File: config.mk
export PLATFORM = sky130hd
export DESIGN_NAME = ce_pixel_pacer
export DESIGN_NICKNAME = d
export VERILOG_FILES = /design/src/rtl/ce_pkg.sv /design/src/rtl/ce_sync_fifo.sv /design/src/rtl/ce_pixel_pacer.sv
export SDC_FILE = /design/constraint.sdc
export NUM_CORES = 1
export LEC_CHECK = 0
export ABC_AREA = 1
export CAP_MARGIN = 20
export CORE_UTILIZATION = 55
export CTS_CLUSTER_DIAMETER = 30
export CTS_CLUSTER_SIZE = 10
export DETAILED_ROUTE_END_ITERATION = 16
export PLACE_DENSITY = 0.8
export SYNTH_ARGS = -nofsm -noshare
export SYNTH_HDL_FRONTEND = slang
export SYNTH_SLANG_ARGS = --single-unit
File: constraint.sdc
create_clock -name iClk -period 3.4 [get_ports iClk]
set_clock_uncertainty 0.2 [all_clocks]
set_input_delay 1.02 -clock iClk [delete_from_list [all_inputs] [get_ports iClk]]
set_output_delay 1.02 -clock iClk [all_outputs]
set_load 0.1 [all_outputs]
File: src/rtl/ce_pkg.sv
// Shared constants and helpers for the clock-enable pixel pacer.
//   DW_DEF / DEPTH_DEF / UCW_DEF : default data width, FIFO depth, underrun counter width
//   clog2()                      : ceiling log2 for constant width calculations
//   PW_DEF / LW_DEF              : default pointer and level widths
package ce_pkg;

  localparam int unsigned DW_DEF    = 16;
  localparam int unsigned DEPTH_DEF = 8;
  localparam int unsigned UCW_DEF   = 8;

  function automatic int unsigned clog2(input int unsigned v);
    int unsigned r;
    r = 0;
    for (int unsigned i = 0; i < 32; i++) begin
      if ((32'd1 << i) < v) r = i + 1;
    end
    return r;
  endfunction

  localparam int unsigned PW_DEF = clog2(DEPTH_DEF);
  localparam int unsigned LW_DEF = PW_DEF + 1;

endpackage

File: src/rtl/ce_sync_fifo.sv
// Single-clock FIFO: register array, wrapping pointers and an occupancy counter.
//   iClk, iRst     : clock, asynchronous active-low reset
//   i_push, i_pop  : write / read requests (ignored when full / empty)
//   i_flush        : synchronous empty; suppresses push and pop that cycle
//   i_data         : write data
//   o_rdata        : word at the read pointer (combinational)
//   o_level        : occupancy 0..DEPTH
//   o_full/o_empty : status flags
module ce_sync_fifo
  import ce_pkg::*;
#(
  parameter  int unsigned DW    = DW_DEF,
  parameter  int unsigned DEPTH = DEPTH_DEF,
  localparam int unsigned PW    = clog2(DEPTH),
  localparam int unsigned LW    = PW + 1
) (
  input  logic          iClk,
  input  logic          iRst,
  input  logic          i_push,
  input  logic          i_pop,
  input  logic          i_flush,
  input  logic [DW-1:0] i_data,
  output logic [DW-1:0] o_rdata,
  output logic [LW-1:0] o_level,
  output logic          o_full,
  output logic          o_empty
);

  logic [DW-1:0] r_mem [DEPTH];
  logic [PW-1:0] r_wr_ptr;
  logic [PW-1:0] r_rd_ptr;
  logic [LW-1:0] r_level;
  logic          w_push;
  logic          w_pop;

  assign o_full  = (r_level == LW'(DEPTH));
  assign o_empty = (r_level == '0);
  assign w_push  = i_push && !o_full  && !i_flush;
  assign w_pop   = i_pop  && !o_empty && !i_flush;
  assign o_rdata = r_mem[r_rd_ptr];
  assign o_level = r_level;

  always_ff @(posedge iClk) begin
    if (w_push) r_mem[r_wr_ptr] <= i_data;
  end

  always_ff @(posedge iClk or negedge iRst) begin
    if (!iRst) begin
      r_wr_ptr <= '0;
      r_rd_ptr <= '0;
      r_level  <= '0;
    end else if (i_flush) begin
      r_wr_ptr <= '0;
      r_rd_ptr <= '0;
      r_level  <= '0;
    end else begin
      if (w_push) r_wr_ptr <= r_wr_ptr + PW'(1);
      if (w_pop)  r_rd_ptr <= r_rd_ptr + PW'(1);
      case ({w_push, w_pop})
        2'b10:   r_level <= r_level + LW'(1);
        2'b01:   r_level <= r_level - LW'(1);
        default: r_level <= r_level;
      endcase
    end
  end

endmodule

File: src/rtl/ce_pixel_pacer.sv
// Releases one buffered pixel per clock-enable pulse and tracks underruns.
//   iClk, iRst            : clock, asynchronous active-low reset
//   iEnable               : pacing pulse; pops one word if available
//   iFlush                : synchronous FIFO flush
//   iValid/iData/oReady   : upstream handshake (words offered while !oReady are dropped)
//   oValid/oData          : one-cycle release strobe, data held between strobes
//   oLevel                : FIFO occupancy
//   oUnderrun/oUnderrunCnt: sticky flag and saturating count of empty-FIFO pulses
//   iClrErr               : clears the underrun flag and counter (wins over a new underrun)
module ce_pixel_pacer
  import ce_pkg::*;
#(
  parameter  int unsigned DW    = DW_DEF,
  parameter  int unsigned DEPTH = DEPTH_DEF,
  parameter  int unsigned UCW   = UCW_DEF,
  localparam int unsigned LW    = clog2(DEPTH) + 1
) (
  input  logic           iClk,
  input  logic           iRst,
  input  logic           iEnable,
  input  logic           iFlush,
  input  logic           iValid,
  input  logic [DW-1:0]  iData,
  output logic           oReady,
  output logic           oValid,
  output logic [DW-1:0]  oData,
  output logic [LW-1:0]  oLevel,
  output logic           oUnderrun,
  output logic [UCW-1:0] oUnderrunCnt,
  input  logic           iClrErr
);

  logic [DW-1:0]  w_rdata;
  logic           w_full;
  logic           w_empty;
  logic           w_push;
  logic           w_pop;
  logic           w_underrun;
  logic           r_valid;
  logic [DW-1:0]  r_data;
  logic           r_underrun;
  logic [UCW-1:0] r_ucnt;

  // Full blocks a push even when a pop happens the same cycle: no fall-through.
  assign oReady     = !w_full && !iFlush;
  assign w_push     = iValid && oReady;
  assign w_pop      = iEnable && !w_empty && !iFlush;
  assign w_underrun = iEnable && w_empty && !iFlush;

  ce_sync_fifo #(
    .DW    (DW),
    .DEPTH (DEPTH)
  ) u_fifo (
    .iClk    (iClk),
    .iRst    (iRst),
    .i_push  (w_push),
    .i_pop   (w_pop),
    .i_flush (iFlush),
    .i_data  (iData),
    .o_rdata (w_rdata),
    .o_level (oLevel),
    .o_full  (w_full),
    .o_empty (w_empty)
  );

  always_ff @(posedge iClk or negedge iRst) begin
    if (!iRst) begin
      r_valid    <= 1'b0;
      r_data     <= '0;
      r_underrun <= 1'b0;
      r_ucnt     <= '0;
    end else begin
      r_valid <= w_pop;
      if (w_pop) r_data <= w_rdata;
      if (iClrErr) begin
        r_underrun <= 1'b0;
        r_ucnt     <= '0;
      end else if (w_underrun) begin
        r_underrun <= 1'b1;
        if (r_ucnt != '1) r_ucnt <= r_ucnt + UCW'(1);
      end
    end
  end

  assign oValid       = r_valid;
  assign oData        = r_data;
  assign oUnderrun    = r_underrun;
  assign oUnderrunCnt = r_ucnt;

endmodule

# Yosys cells after proc, flatten, opt, wreduce, memory -nomap -nowiden
# Memories as Yosys holds them, arrays and structs flattened. A register that Yosys moved wholly into a read port is not among the register bits.
# Index checks and enable logic that the tools add are counted.
dict set report totals {
  inputBits 22
  ff_bits 20
  ram_bits 128
  wordCells 50
  memories 1
  out_inout_bits 31
}
# name depth word_bits rd rd_clocked_by_memory_dff wr line
set memory_table {}
lappend memory_table {u_fifo.r_mem 8 16 1 1 1 ce_sync_fifo.sv:29} ;# logic [DW-1:0] r_mem [DEPTH];
dict set report op_classes {
  n_eq_ne 4
  addsub 5
  n_reduce_logical 21
  n_mux 13
}
# cell n
set op_table {}
lappend op_table {{2-to-1 mux 8 bit} 3}
lappend op_table {{2-to-1 mux 3 bit} 4}
lappend op_table {{logical AND 1 bit} 10}
lappend op_table {{adder 8 x 1 -> 8 bit, second input constant} 1}
lappend op_table {{!= test 8 bit, second input constant} 1}
lappend op_table {{one-hot mux 4 bit (2 select lines)} 1}
lappend op_table {{nonzero test 2 bit} 4}
lappend op_table {{adder 3 x 1 -> 3 bit, second input constant} 2}
lappend op_table {{adder 4 x 1 -> 4 bit, second input constant} 1}
lappend op_table {{equality test 4 bit, second input constant} 1}
lappend op_table {{logical NOT 1 bit} 4}
lappend op_table {{logical NOT 4 bit} 1}
lappend op_table {{2-to-1 mux 1 bit} 4}
lappend op_table {{2-to-1 mux 4 bit} 1}
lappend op_table {{subtractor 4 x 1 -> 4 bit, second input constant} 1}
lappend op_table {{nonzero test 3 bit} 1}
lappend op_table {{equality test 2 x 1 -> 1 bit, second input constant} 1}
lappend op_table {{equality test 2 bit, second input constant} 1}
lappend op_table {{AND reduction 2 bit} 1}

# Depth between registers and ports, before layout
# Gate-level depths: netlist (run 1).
dict set report depth {
  depth_word 9
  mapped_depth 16
}

# Cells and area by module
# From an unflattened synthesis (run 1), not the netlist that was laid out.
dict set report hier_totals {
  cells_unflattened 618
  hier_area_um2 6825.3
}
# mod seq_area_each_um2 instances area_each_um2 cells_per_inst
set modules_own_cells {}
lappend modules_own_cells {ce_sync_fifo 4093.9 1 5629.1 469}
lappend modules_own_cells {ce_pixel_pacer 650.6 1 1196.1 149}

# Worst setup path before layout (run 1)
# Ideal clock, no wire load.
dict set report synth_timing {
  path_type {reg2out}
  from {reg u_fifo.r_level[1], in the netlist u_fifo.o_level[1]}
  to {out oReady}
  path_stages_with_launch 3
  slack_ns -0.501
  arrival_time_ns 2.681
  path_cell_list {dfrtp_1 -> nor2_2 -> a21oi_1}
}
dict set report synth_via {
  elab_chain_cells 3
}
# element line
set synth_lines {}
lappend synth_lines {{start, declared} ce_sync_fifo.sv:32} ;# logic [LW-1:0] r_level;
lappend synth_lines {{start signal, assigned} ce_sync_fifo.sv:60} ;# 2'b10: r_level <= r_level + LW'(1);
lappend synth_lines {{start signal, assigned} ce_sync_fifo.sv:61} ;# 2'b01: r_level <= r_level - LW'(1);
lappend synth_lines {{start signal, assigned} ce_sync_fifo.sv:62} ;# default: r_level <= r_level;
lappend synth_lines {{equality test 4 bit} ce_sync_fifo.sv:36} ;# assign o_full = (r_level == LW'(DEPTH));
lappend synth_lines {{logical NOT 1 bit} ce_pixel_pacer.sv:45} ;# assign oReady = !w_full && !iFlush;
lappend synth_lines {{logical AND 1 bit} ce_pixel_pacer.sv:45}
lappend synth_lines {{end, declared} ce_pixel_pacer.sv:24} ;# output logic oReady,
# Every way passes these cells.

# Final worst setup path (run 1)
dict set report layout_timing {
  from {in iFlush}
  to {out oReady}
}
dict set report layout_via {
  elab_chain_cells 2
}
# element line
set layout_lines {}
lappend layout_lines {{start, declared} ce_pixel_pacer.sv:21} ;# input logic iFlush,
lappend layout_lines {{logical NOT 1 bit} ce_pixel_pacer.sv:45}
lappend layout_lines {{logical AND 1 bit} ce_pixel_pacer.sv:45}
# Every way passes these cells.

==> impl_metrics.yaml, run 1 <==
logic_synthesis:
  syn_nets: 606
  yosysUniqueCellTypes: 30
  yosysWarnings: 0
  ys_ff_latch: 164
  seq_area_frac_synth: 0.703
  synthCells: 578
  syn_area_per_cell_sq_um: 11.7
  syn_area_sq_um: 6750
cts:
  clockRootBuffer: "clkbuf_16"
  cts.sinks: 164
  cts_hold_buf: 0
  postCtsSetupRepairBufs: 0
  path_clk_slew_ns: 0.06
  clock_path_buffers: 2
  cts_buffers: 17
  h-tree-depth: 4
  clkLatencyLatePin_ns: 0.42
  cts_tree: "done"
  cts_resized: 0
timing:
  period_minus_slack_ns: 3.16
  slew_headroom: 0.397
  hold_viol: 0
  tightestPinTransition_ns: 0.905
  post-route-period-util: 0.929
  setup_viol: 0
  totalNegativeSetupSlack_ns: 0
  rsz0062_at_grt: "no"
  max_freq_mhz: 317
  finalMaxSlewViolations: 0
  setup_ws_ns: 0.243
drt:
  detail-route-antenna-nets: 0
  wl_mm: 14.3
  num_vias: 4545
  wl_per_cell_um: 18.0
  viasPerCell: 5.70
  drc: 0
  drt_iter0_drc: 403
  first_pass_iters: 5
floorplan:
  start_util: 0.564
  die_w_um: 113
  die_h_um: 113
  pin_count: 53
  rows: 40
  die_area_sq_um: 12700
  core_area_sq_um: 12000
grt:
  use_met3: 0.0578
  grtUsageTotal: 0.245
  grt_overflow: 0
  use_met1: 0.330
  grt_pass1_wl_mm: 23.1
  grt_pass1_vias: 4540
  grt_busiest_layer: "met2"
  grt_max_degree: 67
  antenna_found_initial: 0
  use_met2: 0.373
power_and_ir_drop:
  p_total_mw: 6.20
  power.leakage_nw: 3.04
  vdd_drop_max_v: 0.000492
  power.density_nw_per_um2: 778
worst_setup_path:
  critPathLaunchType: "input port"
  required_ns: 2.18
  criticalPathCategory: "input port to output port"
  endpoint_kind: "output port"
  worst_ep_arrival_time_ns: 1.94
  cp_max_fo: 5
placed_design:
  gp_congestion: 0.849
  hpwl_mm: 7.98
  dp_slack_ns: 0.0872
  portBuffers: 52
finish:
  fillers: 832
  most-common-layout-cells: "edfxtp_1 (128), nor2_1 (113), nand2_1 (82), o21ai_0 (72), buf_4 (40)"
  seq_area_sq_um: 4740
  drive_above_1_share: 0.137
  area_delta_synth_final_pct: 18.1
  fin_util: 0.667
  finalNetCount: 665
  num_antenna_cells: 0
  layout_commonest_cell: "edfxtp_1"
  multi_input_area_sq_um: 1770
run:
  max_cap_violations: 0
run_status:
  run_status: "finished clean"
hold_path:
  min_path_type: "register to register"
## per-layer routing
metal / wire length, um / share of wire / vias up
met3: 986 / 0.069 / 24
li1: - / - / 2143
met5: 0 / 0 / -
met1: 6280 / 0.44 / 2189
met4: 349 / 0.024 / 0
met2: 6700 / 0.47 / 189
## path summary, 6_finish.rpt
| check | depth (start not counted) | end | slack, ns | from |
|---|---|---|---|---|
| worst min register to register | 2 | oData[1] | 0.28 | oData[1] |
| worst max-delay path | 3 | oReady | 0.24 | iFlush |
| max in group asynchronous | 1 | oData[13] | 1.90 | iRst |
| worst min-delay path | 2 | oData[1] | 0.28 | oData[1] |
| min in group asynchronous | 1 | oData[4] | 0.54 | iRst |
| worst max register to register | 15 | u_fifo.o_level[3] | 0.97 | u_fifo.o_level[1] |
## cell type report
class | count | area share
repair buffers | 68 | 0.0810
clock inverters | 8 | 0.00973
well taps | 147 | 0.0231
flip-flops and latches | 164 | 0.595
multi-input cells | 364 | 0.222
inverters | 22 | 0.0104
clock buffers | 24 | 0.0592
## kinds of logic after synthesis
family                     after synthesis  share of synthesized area
and+or+nand+nor                        241                      0.148
AOI/OAI and AO/OA                      113                     0.0958
DFF                                    164                      0.703
adders and majority gates                6                     0.0122
xor gates and xnor gates                 4                    0.00519
buffers and inverters                   50                     0.0356
## registers in the layout (all words and copies together) (netlist names)
name	flops
u_fifo.r_mem	128
oData	16
oUnderrunCnt	8
u_fifo.o_level	4
u_fifo.r_rd_ptr	3
u_fifo.r_wr_ptr	3
oUnderrun	1
oValid	1
## synth_stat cells
cell / count / share of area
nor2_2: 2 / 0.0019
o211ai_1: 32 / 0.036
o22ai_1: 1 / 0.00093
buf_6: 2 / 0.0033
inv_2: 1 / 0.00056
clkbuf_1: 4 / 0.0022
buf_2: 15 / 0.011
nor2_4: 1 / 0.0017
fa_1: 1 / 0.0030
nor2_1: 113 / 0.063
dfrtp_1: 36 / 0.13
nand4_1: 1 / 0.00093
xor2_1: 2 / 0.0026
nand2_1: 82 / 0.046
ha_1: 5 / 0.0093
nor3_4: 1 / 0.0024
nand3_2: 1 / 0.0015
nand3b_1: 1 / 0.0011
inv_1: 20 / 0.011
nand2_2: 7 / 0.0065
o21ai_1: 3 / 0.0022
o21ai_0: 72 / 0.053
clkinv_1: 1 / 0.00056
nand3_1: 30 / 0.022
xnor2_1: 2 / 0.0026
a21oi_1: 5 / 0.0037
edfxtp_1: 128 / 0.57
nor3_1: 2 / 0.0015
clkbuf_2: 3 / 0.0022
buf_4: 4 / 0.0044
## where the power goes
group          internal [mW]  switching [mW]
registers               2.33           0.102
clock network           1.05           0.730
logic                  0.447            1.55
total                   3.82            2.38
## through the flow
stage	hold WS [ns]	std cells	instance area (sq um)
6_report	0.282	797	7970
5_1_grt	0.292	797	7970
4_1_cts	0.283	797	7970
3_5_place_dp	0.267	765	7420
3_3_place_gp	0.267	765	7420
2_1_floorplan	0.350	578	6750
## critical path: stages
cell,delay (ns)
clkdlybuf4s50_1,0.49
a21oi_2,0.22
buf_12,0.20
(Power assumes the default switching activity.)
==> inputs of run 2 (changes only) <==
--- a/config.mk
+++ b/config.mk
@@ -8,7 +8,6 @@
 export ABC_AREA = 1
 export CAP_MARGIN = 20
 export CORE_UTILIZATION = 55
-export CTS_CLUSTER_DIAMETER = 30
 export CTS_CLUSTER_SIZE = 10
 export DETAILED_ROUTE_END_ITERATION = 16
 export PLACE_DENSITY = 0.8
==> results of run 2 <==
No change in the layout: final DEF, timing and power equal those of run 1.
